[src/rtl/wb_arbiter_pipelined.sv]
// Round-robin arbiter sharing one pipelined Wishbone B4 slave among NM masters.
// A grant lasts a whole master bus cycle; a per-grant counter bounds outstanding requests.
module wb_arbiter_pipelined #(
  parameter int NM        = 2,
  parameter int adr_width = 16,
  parameter int dat_width = 16,
  parameter int MAX_OUT   = 4,
  localparam int OW       = $clog2(MAX_OUT + 1)
) (
  input  logic                      clk,
  input  logic                      rst,
  input  logic [NM-1:0]             m_cyc,
  input  logic [NM-1:0]             m_stb,
  input  logic [NM-1:0]             m_we,
  input  logic [NM*adr_width-1:0]   m_adr,
  input  logic [NM*dat_width-1:0]   m_dat_m,
  output logic [NM-1:0]             m_ack,
  output logic [NM-1:0]             m_stall,
  output logic [dat_width-1:0]      m_dat_s,
  output logic                      s_cyc,
  output logic                      s_stb,
  output logic                      s_we,
  output logic [adr_width-1:0]      s_adr,
  output logic [dat_width-1:0]      s_dat_m,
  input  logic                      s_ack,
  input  logic                      s_stall,
  input  logic [dat_width-1:0]      s_dat_s,
  output logic [NM-1:0]             gnt,
  output logic [OW-1:0]             outstd
);
  localparam int IW = (NM > 1) ? $clog2(NM) : 1;

  typedef enum logic {IDLE, GRANT} state_t;

  state_t        state, state_nx;
  logic [IW-1:0] gidx, gidx_nx, ptr, ptr_nx, sel;
  logic [NM-1:0] gnt_nx;
  logic [OW-1:0] outstd_nx;
  logic          found, own, full, accept;

  // First requester at or above ptr, wrapping.
  always_comb begin
    found = 1'b0;
    sel   = '0;
    for (int i = 0; i < NM; i++) begin
      if (!found && m_cyc[(int'(ptr) + i) % NM]) begin
        found = 1'b1;
        sel   = IW'((int'(ptr) + i) % NM);
      end
    end
  end

  // Reset gates the bus combinationally so nothing leaks while rst is held low.
  assign own     = rst && (state == GRANT);
  assign full    = (outstd == OW'(MAX_OUT));
  assign s_cyc   = own && m_cyc[gidx];
  assign s_stb   = own && m_stb[gidx] && !full;
  assign s_we    = m_we[gidx];
  assign s_adr   = m_adr[int'(gidx)*adr_width +: adr_width];
  assign s_dat_m = m_dat_m[int'(gidx)*dat_width +: dat_width];
  assign m_dat_s = s_dat_s;
  assign accept  = s_stb && !s_stall;

  for (genvar i = 0; i < NM; i++) begin : g_m
    logic mine;
    assign mine       = own && (gidx == IW'(i));
    assign m_ack[i]   = mine && s_ack;
    assign m_stall[i] = !mine || s_stall || full;
  end

  always_comb begin
    state_nx  = state;
    gnt_nx    = gnt;
    gidx_nx   = gidx;
    ptr_nx    = ptr;
    outstd_nx = outstd;
    case (state)
      IDLE: begin
        if (found) begin
          state_nx  = GRANT;
          gidx_nx   = sel;
          gnt_nx    = NM'(1) << sel;
          outstd_nx = '0;
        end
      end
      GRANT: begin
        if (!m_cyc[gidx]) begin
          // Release abandons any in-flight requests; rotate priority past the owner.
          state_nx  = IDLE;
          gnt_nx    = '0;
          outstd_nx = '0;
          ptr_nx    = (int'(gidx) == NM - 1) ? '0 : gidx + IW'(1);
        end else if (accept && !s_ack) begin
          outstd_nx = outstd + OW'(1);
        end else if (!accept && s_ack && (outstd != '0)) begin
          outstd_nx = outstd - OW'(1);
        end
      end
      default: state_nx = IDLE;
    endcase
  end

  always_ff @(posedge clk) begin
    if (!rst) begin
      state  <= IDLE;
      gnt    <= '0;
      gidx   <= '0;
      ptr    <= '0;
      outstd <= '0;
    end else begin
      state  <= state_nx;
      gnt    <= gnt_nx;
      gidx   <= gidx_nx;
      ptr    <= ptr_nx;
      outstd <= outstd_nx;
    end
  end
endmodule

[config.mk]
export PLATFORM = sky130hd
export DESIGN_NAME = wb_arbiter_pipelined
export DESIGN_NICKNAME = d
export VERILOG_FILES = /design/src/rtl/wb_arbiter_pipelined.sv
export SDC_FILE = /design/constraint.sdc
export NUM_CORES = 1
export LEC_CHECK = 0
export ABC_CLOCK_PERIOD_IN_PS = 1800
export BUFFER_PORTS_ARGS = -buffer_cell sky130_fd_sc_hd__buf_2
export CAP_MARGIN = 20
export CORE_MARGIN = 4
export CORE_UTILIZATION = 28
export CTS_BUF_LIST = sky130_fd_sc_hd__clkbuf_4 sky130_fd_sc_hd__clkbuf_8
export CTS_CLUSTER_DIAMETER = 30
export DETAILED_ROUTE_END_ITERATION = 7
export HOLD_SLACK_MARGIN = 0.08
export PLACE_DENSITY_LB_ADDON = 0.08
export SLEW_MARGIN = 20
export SYNTH_ARGS = -nofsm -noshare
export SYNTH_HDL_FRONTEND = slang
export SYNTH_SLANG_ARGS = --single-unit
[constraint.sdc]
create_clock -name clk -period 1.8 [get_ports clk]
set_input_delay 0 -clock clk [delete_from_list [all_inputs] [get_ports clk]]
set_output_delay 0 -clock clk [all_outputs]
set_load 0.01 [all_outputs]
======== Word level (Yosys, flattened, before mapping) ========
Index checks and enable logic that the tools add are counted.
cells by class
  eq/ne operators ......................... 4
  shift-type cells ........................ 3
  bitwise logic cells ..................... 4
  $add $sub $neg .......................... 4
  order comparisons ....................... 3
  div/mod/pow operators ................... 0
  reductions and logical operators ........ 29
  multiply operators ...................... 0
  multiplexer cells ....................... 27
operator list
  cell                                                 count
  variable part select 32 x 6 -> 16 bit                2
  2-to-1 mux 1 bit                                     18
  logical AND 1 bit                                    13
  2-to-1 mux 3 bit                                     4
  AND reduction 2 bit                                  4
  logical NOT 1 bit                                    7
  case mux 3 bit (2 select lines)                      1
  logical OR 1 bit                                     4
  < comparator 1 x 2 -> 1 bit (second input constant)  2
  2-to-1 mux 2 bit                                     2
  != test 2 bit (second input constant)                2
  != test 4 x 2 -> 1 bit (second input constant)       1
  case mux 2 bit (2 select lines)                      1
  adder 3 x 1 -> 3 bit (second input constant)         1
  equality test 3 bit (second input constant)          1
  < comparator 2 x 3 -> 1 bit (second input constant)  1
  inverter 1 bit                                       3
  nonzero test 3 bit                                   1
  subtractor 3 x 1 -> 3 bit (second input constant)    1
  adder 1 bit (second input constant)                  2
  case mux 1 bit (2 select lines)                      1
  left shift 1 x 1 -> 2 bit (first input constant)     1
  AND 1 bit (first input constant)                     1
storage, ports and cells
  bits in read-only memories .............. 0
  logic and storage cells ................. 79
  memory bits (writable) .................. 0
  memories kept ........................... 0
  bits in latches ......................... 0
  register bits after elaboration ......... 8

======== Logic depth before layout (Yosys ltp) ========
  depth after elaboration ................. 12
  depth in mapped cells ................... 6

======== Worst setup path before layout ========
Ideal clock, no wire load.
  path type ............................... register to register
  from .................................... register outstd[2]
  to ...................................... register outstd[1]
  setup slack ............................. 0.040 ns
  cell stages (with the launch flop) ...... 6
  path buffers ............................ 0
  clock period less this slack ............ 1.760 ns
  data arrival time ....................... 1.694 ns
  library setup time ...................... 0.066 ns
  cells stage by stage .................... dfxtp_1 -> nor3b_1 -> nor4_1 -> fa_1 -> or2_1 -> a21oi_2
on the way
  cells in the longest elaborated chain, start to end .. 9
  elaborated cells on any way between the ends .. 14
ends and longest elaborated chain
  item                              line  text
  start: declaration                29    output logic [OW-1:0] outstd
  start signal: assignment          115   outstd <= outstd_nx;
  equality test 3 bit               55    assign full = (outstd == OW'(MAX_OUT));
  logical NOT 1 bit                 57    assign s_stb = own && m_stb[gidx] && !full;
  logical AND 1 bit                 57
  logical AND 1 bit                 62    assign accept = s_stb && !s_stall;
  logical NOT 1 bit                 95    end else if (!accept && s_ack && (outstd != '0)) begin
  logical AND 1 bit (2 in series)   95
  != test 4 x 2 -> 1 bit (no line)  -
  AND reduction 2 bit (no line)     -
Parallel ways exist; a longest one is shown, timed or not.
A chain may end at the register's enable or synchronous reset.

======== Final worst setup path ========
  from .................................... register gidx
  to ...................................... output s_adr[2]
on the way
  cells in the longest elaborated chain, start to end .. 1
ends and longest elaborated chain
  item                                   line  text
  start: declaration                     36    logic [IW-1:0] gidx, gidx_nx, ptr, ptr_nx, sel;
  start signal: assignment               113   gidx <= gidx_nx;
  variable part select 32 x 6 -> 16 bit  59    assign s_adr = m_adr[int'(gidx)*adr_width +: adr_width];
  end: declaration                       23    output logic [adr_width-1:0] s_adr,
No other way between the ends.

==> results by group <==
Clock network
  – Clock Latency Late Sink: 0.22 ns
  – CTS Root Cell: clkbuf_8
  – Clock Sink Count: 8
  – TritonCTS Buffers: 3
  – Clock buffer depth: 2
  – H-tree depth: 1
  – CTS tree: yes
  – Setup Buffers After CTS: 0
  – CTS clock-pin slew for the worst setup and hold paths: 0.04 ns

Placed design
  – DP Worst Slack: -0.0267 ns
  – Routability congestion estimate: 0.795
  – Post-DP HPWL: 3570 um
  – Placed insts: 266
  – DP Area: 1590 um2
  – Port bufs: 117

Yosys
  – Post-synth ARST share: 0%
  – Ys flop type: dfxtp_1
  – Area contributors post-synth: mux2_2 (36%), dfxtp_1 (15%), buf_4 (12%), o21ai_0 (2.9%), a21oi_1 (2.4%)
  – Post-synthesis cell type count: 31
  – Share of Yosys cell area claimed by the top area cell type: 35.7%
  – Synthesized cell area: 1040 um2
  – Cell taking the most area after synthesis: mux2_2
  – EDFF count, synth: 0
  – Synthesized flop and latch total: 8
  – Register area share after synthesis: 15.4%
  – Yosys warnings: 0
  – Cells after Synth: 118
  – Synthesized Nets: 209
  – Syn avg cell area: 8.81 um2

Run
  – Max-cap viol count: 0

Global route
  – Initial antenna violation count: 0
  – Vias in the first global route: 1299
  – First-pass GRT wire length: 5460 um
  – Total grt overflow: 0
  – Total Routing Usage GR: 15.2%
  – Largest net degree at the start of global routing: 40

Setup path
  – Type of origin of the critical path: register
  – Critical path arrival: 1.68 ns
  – Reg-to-Reg Start: gidx
  – Critical Path, Cell by Cell: buf_4 -> buf_4 -> mux2_2 -> buf_2
  – Largest stage delay, worst path: 0.40 ns
  – Crit path launch: gidx
  – Worst-path maximum fanout: 39
  – Crit path required time: 1.80 ns
  – WS Path Type: register to primary output
  – Worst-case reg-to-reg path depth: 5
  – CP most frequent cell: buf_4
  – CP Capture Type: primary output
  – Slowest cell on crit path: buf_4

Hold path
  – Hold Path Depth: 2
  – Hold Crit Class: input pin to register
  – Hold_sp: rst

Die
  – Die Y: 68.9 um
  – Die X: 68.9 um
  – # IOs: 150
  – CORE AREA: 3470 um2
  – Die area: 4750 um2
  – Std-Cell Rows: 21
  – Starting density of the core: 30.0%

Detailed routing
  – DRC: 0
  – Via Count: 1329
  – Vias per inst: 4.66
  – Pre-Repair DR Iteration Count: 4
  – Final ANT Viol Nets: 0
  – Iter 0 DRT Violations: 11
  – Post-DR wirelength/cell: 15.3 um
  – Routed WL: 4370 um

STA
  – Min Tclk post-route: 1.68 ns
  – Worst Setup Slack, final: 0.120 ns
  – Fin Hold WS: 0.0813 ns
  – Worst slew pin tran: 0.464 ns
  – Final setup viols: 0
  – Max Slew Vio Count: 0
  – Unrepaired setup endpoints after global routing: false
  – Crit share post-route: 93.3%
  – Endpoints failing hold: 0
  – Final setup TNS: 0 ns
  – Setup Skew: 0.00134 ns
  – F_max: 0.595 GHz
  – Slew HR: 69.0%

Finish
  – Fin cells: 285
  – Area added between synthesis and finish: 73.2%
  – Most frequent cells in the layout: buf_2 (117), mux2_2 (33), dlygate4sd3_1 (16)
  – Layout Nets: 332
  – Finished Core Util: 51.9%
  – Ratio of cells with drive above 1 in the final layout: 70.7%
  – FILL cells: 340
  – ANT cells: 0
  – Design Area, Final: 1800 um2
  – Commonest non-fill, non-tap cell in the layout: buf_2

Power and ir drop
  – Net Sw Frac: 31.6%
  – Clock share of power: 26.2%
  – Max VDD drop: 338 uV
  – Int Power: 553 uW
  – Tot Pwr: 808 uW
  – Power Dens Cells: 449 nW/um2
  – Leakage: 0.904 nW
  – Reg power frac: 24.1%
  – Combinational fraction of design power: 49.6%
  – Switching power: 256 uW

Outcome
  – Status: complete, no violations
==> power by group through the flow <==
stage / registers (mW) / clock network [mW] / logic (mW)
after floorplan: 0.197 / 0 / 0.224
after global placement: 0.197 / 0 / 0.357
after detailed placement: 0.198 / 0 / 0.363
after CTS: 0.195 / 0.219 / 0.405
after global routing: 0.196 / 0.224 / 0.439
final: 0.195 / 0.212 / 0.401
==> synthesized netlist by cell type, drive strengths merged (2+ instances only) <==
library cell	count
nor3	5
mux2	33
or2	3
nand2	5
dfxtp	8
clkbuf	3
o311a	2
a21oi	6
o211ai	2
nor2	3
buf	19
inv	5
mux2i	3
nor3b	3
o21ai	8
==> cells by family after synthesis <==
group	Yosys count	synth area share (%)
buffers and inverters	27	16.1
AOI/OAI and AO/OA	20	12.8
adders and majority gates	1	1.93
DFF	8	15.4
xor gates and xnor gates	1	0.843
muxes	36	39.0
and+or+nand+nor	25	14.0
==> path summary, 6_finish.rpt <==
check | endpoint | slack (ns)
worst max-delay path | s_adr[2] | 0.12
worst min-delay path | outstd[0] | 0.08
worst max register to register | outstd[1] | 0.15
worst min register to register | gnt[0] | 0.48
==> metal layers <==
metal  GRT usage, %  part of all wire (%)  wire length [um]
met2           32.1                    57              2490
met5              0                     0                 0
met4           4.62                  0.43                19
met3           2.27                   9.8               428
met1           14.4                    33              1430
==> flip-flops by register name, indices dropped and copies added, names as in the netlist <==
name    cells
outstd      3
gidx        1
gnt         2
ptr         1
state       1
==> repair_timing <==
item                                   CTS  global route
endpoints found under the hold margin   16             0
setup endpoints to repair                2             1
hold buffers                            16             0
resized for setup                        1             2
==> critical path, delay by kind of cell (launching register included) <==
kind | cells | cell delay (ns)
buffers and inverters | 3 | 0.68
multiplexers | 1 | 0.39
flip-flops | 1 | 0.37
==> area by class of cell <==
type / count / area, um2 / area share (%)
timing repair buffer: 140 / 798 / 44.3
multi-input combinational: 83 / 723 / 40.2
sequential: 8 / 161 / 8.96
tap: 46 / 57.6 / 3.20
clock buffer: 3 / 41.3 / 2.29
inverter: 5 / 18.8 / 1.04
Note: power is estimated with default switching activity, not from simulation.
